===== config.mk =====
export PLATFORM = sky130hd
export DESIGN_NAME = game_flow_ctrl_flat
export DESIGN_NICKNAME = d
export VERILOG_FILES = /design/src/rtl/game_flow_ctrl_if.sv /design/src/rtl/game_flow_ctrl.sv /design/src/flat_wrapper.sv
export SDC_FILE = /design/constraint.sdc
export NUM_CORES = 1
export LEC_CHECK = 0
export ABC_CLOCK_PERIOD_IN_PS = 1500
export CORE_ASPECT_RATIO = 0.75
export CORE_MARGIN = 5
export CORE_UTILIZATION = 50
export CTS_BUF_LIST = sky130_fd_sc_hd__clkbuf_16
export DETAILED_ROUTE_END_ITERATION = 8
export PLACE_DENSITY = 0.74
export SYNTH_ARGS = -nofsm -noshare
export SYNTH_HDL_FRONTEND = slang
export SYNTH_SLANG_ARGS = --single-unit

===== constraint.sdc =====
create_clock -name CLK -period 1.5 [get_ports CLK]
set_input_delay 0.45 -clock CLK [delete_from_list [all_inputs] [get_ports CLK]]
set_output_delay 0.45 -clock CLK [all_outputs]
set_load 0.01 [all_outputs]

===== src/rtl/game_flow_ctrl_if.sv =====
`default_nettype none
// +----------------------------------------------------------------------------+
// | Module  : game_flow_ctrl_if                                                |
// | Brief   : Button, timer and status signals of the game flow controller.    |
// | Revision: 1.0 - initial release                                            |
// +----------------------------------------------------------------------------+
interface game_flow_ctrl_if;
  logic       btn_start;
  logic       btn_pause;
  logic       time_up;
  logic       fail;
  logic       Start;
  logic       pause;
  logic       game_over;
  logic       playing;
  logic       led_pause;
  logic [3:0] rounds;

  modport master (
    output btn_start, btn_pause, time_up, fail,
    input  Start, pause, game_over, playing, led_pause, rounds
  );

  modport slave (
    input  btn_start, btn_pause, time_up, fail,
    output Start, pause, game_over, playing, led_pause, rounds
  );
endinterface
`default_nettype wire


===== src/rtl/game_flow_ctrl.sv =====
`default_nettype none
// +----------------------------------------------------------------------------+
// | Module  : game_flow_ctrl                                                   |
// | Brief   : Debounced start/pause buttons driving an IDLE/RUN/PAUSED/OVER    |
// |           game flow FSM; PAUSE_FEATURE_EN builds the pause path.           |
// | Revision: 1.0 - initial release                                            |
// +----------------------------------------------------------------------------+
module game_flow_ctrl #(
  parameter int unsigned DB_CYCLES = 1000000
) (
  input  logic            CLK,
  input  logic            RESET,
  game_flow_ctrl_if.slave gf
);

`ifdef PAUSE_FEATURE_EN
  localparam int c_NBTN     = 2;
  localparam bit c_PAUSE_EN = 1'b1;
`else
  localparam int c_NBTN     = 1;
  localparam bit c_PAUSE_EN = 1'b0;
`endif
  localparam logic [19:0] c_DB_LAST = 20'(DB_CYCLES - 1);

  typedef enum logic [1:0] {
    S_IDLE   = 2'd0,
    S_RUN    = 2'd1,
    S_PAUSED = 2'd2,
    S_OVER   = 2'd3
  } state_t;

  logic [c_NBTN-1:0] w_raw;
  logic [c_NBTN-1:0] w_press;
  logic              w_start_ev;
  logic              w_pause_ev;
  logic [1:0]        prime_q;

  assign w_raw[0] = gf.btn_start;
`ifdef PAUSE_FEATURE_EN
  assign w_raw[1] = gf.btn_pause;
`endif

  // Synchronizer output is only trusted once it has been refilled after reset.
  always_ff @(posedge CLK) begin
    if (RESET) begin
      prime_q <= 2'd0;
    end else if (prime_q != 2'd2) begin
      prime_q <= prime_q + 2'd1;
    end
  end

  for (genvar gi = 0; gi < c_NBTN; gi++) begin : g_btn
    logic        s1_q, s2_q, db_q, dbd_q, armed_q, press_q;
    logic [19:0] cnt_q;

    // A button must be seen released after reset before its presses count.
    always_ff @(posedge CLK) begin
      if (RESET) begin
        s1_q    <= 1'b0;
        s2_q    <= 1'b0;
        db_q    <= 1'b0;
        dbd_q   <= 1'b0;
        armed_q <= 1'b0;
        press_q <= 1'b0;
        cnt_q   <= 20'd0;
      end else begin
        s1_q    <= w_raw[gi];
        s2_q    <= s1_q;
        dbd_q   <= db_q;
        press_q <= armed_q & db_q & ~dbd_q;
        if (prime_q == 2'd2 && !s2_q) begin
          armed_q <= 1'b1;
        end
        if (s2_q == db_q) begin
          cnt_q <= 20'd0;
        end else if (cnt_q == c_DB_LAST) begin
          cnt_q <= 20'd0;
          db_q  <= ~db_q;
        end else begin
          cnt_q <= cnt_q + 20'd1;
        end
      end
    end

    assign w_press[gi] = press_q;
  end

  assign w_start_ev = w_press[0];
`ifdef PAUSE_FEATURE_EN
  assign w_pause_ev = w_press[1];
`else
  assign w_pause_ev = 1'b0;
`endif

  state_t     state_q;
  logic       start_q, pause_q, over_q, playing_q, led_q;
  logic [3:0] rounds_q;

  always_ff @(posedge CLK) begin
    if (RESET) begin
      state_q   <= S_IDLE;
      start_q   <= 1'b0;
      pause_q   <= 1'b0;
      over_q    <= 1'b0;
      playing_q <= 1'b0;
      led_q     <= 1'b0;
      rounds_q  <= 4'd0;
    end else begin
      start_q <= 1'b0;
      pause_q <= 1'b0;
      case (state_q)
        S_IDLE: begin
          if (w_start_ev) begin
            state_q   <= S_RUN;
            start_q   <= 1'b1;
            playing_q <= 1'b1;
          end
        end
        S_RUN: begin
          // Timer expiry or a loss always beats a coincident pause request.
          if (gf.time_up || gf.fail) begin
            state_q   <= S_OVER;
            over_q    <= 1'b1;
            playing_q <= 1'b0;
            if (rounds_q != 4'd15) begin
              rounds_q <= rounds_q + 4'd1;
            end
          end else if (w_pause_ev) begin
            state_q   <= S_PAUSED;
            pause_q   <= 1'b1;
            playing_q <= 1'b0;
            led_q     <= 1'b1;
          end
        end
        S_PAUSED: begin
          if (w_start_ev || w_pause_ev) begin
            state_q   <= S_RUN;
            start_q   <= 1'b1;
            playing_q <= 1'b1;
            led_q     <= 1'b0;
          end
        end
        S_OVER: begin
          if (w_start_ev) begin
            state_q <= S_IDLE;
            start_q <= 1'b1;
            over_q  <= 1'b0;
          end
        end
        default: begin
          state_q   <= S_IDLE;
          over_q    <= 1'b0;
          playing_q <= 1'b0;
          led_q     <= 1'b0;
        end
      endcase
    end
  end

  assign gf.Start     = start_q;
  assign gf.pause     = pause_q & c_PAUSE_EN;
  assign gf.game_over = over_q;
  assign gf.playing   = playing_q;
  assign gf.led_pause = led_q & c_PAUSE_EN;
  assign gf.rounds    = rounds_q;

endmodule
`default_nettype wire


===== src/flat_wrapper.sv =====
// flat-port wrapper written by rule: the top's interface ports become plain ports
module game_flow_ctrl_flat 
#(
  parameter int unsigned DB_CYCLES = 1000000
)
  (CLK, RESET, gf_btn_start, gf_btn_pause, gf_time_up, gf_fail, gf_Start, gf_pause, gf_game_over, gf_playing, gf_led_pause, gf_rounds);
  game_flow_ctrl_if gf_i ();
  input  logic CLK;
  input  logic RESET;
  input wire logic [$bits(gf_i.btn_start)-1:0] gf_btn_start;
  input wire logic [$bits(gf_i.btn_pause)-1:0] gf_btn_pause;
  input wire logic [$bits(gf_i.time_up)-1:0] gf_time_up;
  input wire logic [$bits(gf_i.fail)-1:0] gf_fail;
  output wire logic [$bits(gf_i.Start)-1:0] gf_Start;
  output wire logic [$bits(gf_i.pause)-1:0] gf_pause;
  output wire logic [$bits(gf_i.game_over)-1:0] gf_game_over;
  output wire logic [$bits(gf_i.playing)-1:0] gf_playing;
  output wire logic [$bits(gf_i.led_pause)-1:0] gf_led_pause;
  output wire logic [$bits(gf_i.rounds)-1:0] gf_rounds;
  assign gf_i.btn_start = gf_btn_start;
  assign gf_i.btn_pause = gf_btn_pause;
  assign gf_i.time_up = gf_time_up;
  assign gf_i.fail = gf_fail;
  assign gf_Start = gf_i.Start;
  assign gf_pause = gf_i.pause;
  assign gf_game_over = gf_i.game_over;
  assign gf_playing = gf_i.playing;
  assign gf_led_pause = gf_i.led_pause;
  assign gf_rounds = gf_i.rounds;
  game_flow_ctrl #(.DB_CYCLES(DB_CYCLES)) u_core (.CLK(CLK), .RESET(RESET), .gf(gf_i));
endmodule

==> impl_metrics.yaml <==
finish:
  antenna_cells: 0
  fin_util_pct: 74.0
  layout_commonest_cell: "buf_4"
  final_cells: 257
  drive_gt1_share_pct: 32.4
  final_nets: 227
  syn2layout_area_growth_pct: 39.3
  final_cell_mix: "buf_4, nor2_1, dfxtp_1"
setup_path:
  path_cells: "and4_4 -> nand2_1 -> or4_1 -> a21oi_1"
  crit_family: "simple AND/OR/NAND/NOR gates"
  crit_path_max_fanout: 5
  setup.worst_path.start_class: "flip-flop"
  worstPathRequired_ns: 1.70
  cp_slowest_cell: "or4_1"
  critPathBufInv: 0
  slowest_delay_ns: 0.51
  crit_type: "reg2reg"
  worst_ep_arrival_time_ns: 1.71
  critPathCaptureType: "flip-flop"
detailed_routing:
  totalWireLength_um: 3650
  wl_per_cell_um: 14.2
  ant_nets: 0
  avgViaCountPerCell: 5.40
  drt-initial-drc-count: 67
  drc: 0
  drtPass1Iterations: 4
  vias: 1387
logic_synthesis:
  ys_warn_count: 0
  synth_area_leaders: "dfxtp_1, nor2_1, a21oi_1, xor2_1, xnor2_1"
  syn_inst: 173
  synth_seq_cells: 37
  avgSynthCellArea_um2: 9.21
  synth_top_area_cell: "dfxtp_1"
  synth.yosys.seq_area_share_pct: 46.5
  syn-cell-area_um2: 1590
  ys_types: 41
  netlist.area_leader.share_pct: 46.5
power:
  leakage_nw: 0.913
  power.density_nw_per_um2: 978
  peakVddDrop_mv: 0.783
sta:
  hold_violations: 0
  drv_slew: 0
  clock_skew_ns: 0.00305
  period_share_pct: 100
  setup_violations: 1
  max_freq_ghz: 0.664
  layout_setup_ws_ns: -0.00697
  min_period_ns: 1.51
  rsz0062_at_grt: "yes"
clock_network:
  cts_root_buf: "clkbuf_16"
  clk_pin_slew_worst_paths_ns: 0.05
  htreeDepth: 2
  insertion_delay_ns: 0.28
  cts_max_path_buffers: 2
  cts_tree: "built"
  cts_sinks: 37
  cts_buffers: 5
die:
  core-area_um2: 3000
  die_h_um: 58.9
  die_x_um: 75.2
  rows: 17
  io_pins: 15
  die_area_um2: 4430
  start_util_pct: 53.1
flow_run:
  cap_viol_max_count: 0
run_status:
  outcome: "finished with violations"
  violations: "negative setup slack"
placement:
  dp_hpwl_um: 2470
  dp.cells: 247
  gp_congestion: 0.816
  io_buffers: 11
  preCtsSetupSlack_ns: -0.337
grt:
  grt_use_total_pct: 18.3
  antenna_found_initial: 0
  globalRoute.totalOverflow: 0
  grt_pass1_wl_um: 6200
  first_global_vias: 1421
  grt_start_max_net_pins: 20
worst_hold_path:
  holdCritPathClass: "reg2reg"
path summary, 6_finish.rpt:
check / slack, ns / to / depth (start not counted) / startpoint
min: 0.44 / u_core.g_btn[0].s2_q$_SDFF_PP0_ / 1 / u_core.g_btn[0].s1_q$_SDFF_PP0_
max: -0.007 / u_core.g_btn[0].cnt_q[15]$_SDFF_PP0_ / 4 / u_core.g_btn[0].cnt_q[10]$_SDFF_PP0_
min reg2reg: 0.44 / u_core.g_btn[0].s2_q$_SDFF_PP0_ / 1 / u_core.g_btn[0].s1_q$_SDFF_PP0_
max reg2reg: -0.007 / u_core.g_btn[0].cnt_q[15]$_SDFF_PP0_ / 4 / u_core.g_btn[0].cnt_q[10]$_SDFF_PP0_
logic make-up after synthesis:
logic type | Yosys count | synth area share [%]
buffers and inverters | 12 | 3.61
AOI/OAI and AO/OA | 29 | 11.1
muxes | 1 | 0.628
and+or+nand+nor | 75 | 27.3
other | 1 | 0.235
xor gates and xnor gates | 15 | 8.25
DFF | 37 | 46.5
adders and majority gates | 3 | 2.36
cell type report:
cell class / count / area [µm²]
Clock inverter: 3 / 13.8
Sequential cell: 37 / 766
Multi-Input combinational cell: 125 / 885
Fill cell: 203 / 781
Tap cell: 38 / 47.5
Timing Repair Buffer: 43 / 359
Inverter: 6 / 22.5
Clock buffer: 5 / 125
power by group:
part           total [mW]  internal, mW  switching [mW]
clock               0.974         0.602           0.372
combinational       0.152        0.0687          0.0830
sequential           1.04          1.02          0.0238
total                2.17          1.69           0.479
flip-flops by register name (all words and copies together), names as in the netlist:
signal / flops
u_core.g_btn.s2_q: 1
u_core.g_btn.cnt_q: 20
u_core.gf.playing: 1
u_core.gf.Start: 1
u_core.prime_q: 2
u_core.gf.game_over: 1
u_core.g_btn.db_q: 1
u_core.gf.rounds: 4
u_core.g_btn.s1_q: 1
u_core.g_btn.dbd_q: 1
u_core.g_btn.press_q: 1
u_core.state_q: 2
u_core.g_btn.armed_q: 1
cells in the mapped netlist:
master	number
a21oi_1	14
nand4_1	2
nand3_1	6
or3_1	2
nand4_2	2
dfxtp_1	37
ha_1	3
buf_4	3
xnor2_1	7
and4_1	2
nand4_4	1
a21o_1	1
o21bai_1	1
nor3_1	5
and3_1	5
buf_2	1
conb_1	1
or4_1	4
o21a_1	1
nand2_1	8
and3b_1	1
nor3b_1	2
xor2_1	8
nand4b_1	1
nor4bb_1	1
a31oi_1	1
mux2i_1	1
a311oi_1	1
o21ai_1	1
nand3_2	1
nand2b_1	1
o21ai_2	1
nor4_1	2
o21ba_1	1
inv_1	6
nor2b_1	5
o31ai_1	4
nor2_1	23
o21ai_0	3
clkbuf_1	2
or3_4	1
metrics by stage:
step / power, mW / setup TNS (ns) / hold WS, ns / cell area [µm²]
2_1_floorplan: 1.18 / -0.254 / 0.414 / 1630
3_3_place_gp: 1.20 / -1.07 / 0.418 / 1980
3_5_place_dp: 1.21 / -2.04 / 0.434 / 1980
4_1_cts: 2.18 / 0 / 0.446 / 2180
5_1_grt: 2.26 / -1.26 / 0.461 / 2220
6_report: 2.17 / -0.00697 / 0.440 / 2220
layer usage:
metal / part of all wire, % / global-route usage, % / wire length [µm]
met5: 0 / 0 / 0
met4: 0.99 / 6.48 / 36
met3: 4.9 / 5.63 / 180
met2: 50 / 31.4 / 1830
met1: 44 / 21.7 / 1600
what timing repair did:
action	CTS	global route
resized for setup	23	14
hold buffers	0	0
endpoints found under the hold margin	0	0
pin swaps	7	3
setup buffers	2	0
setup endpoints to repair	30	23
Power figures use the tool's default switching activity.
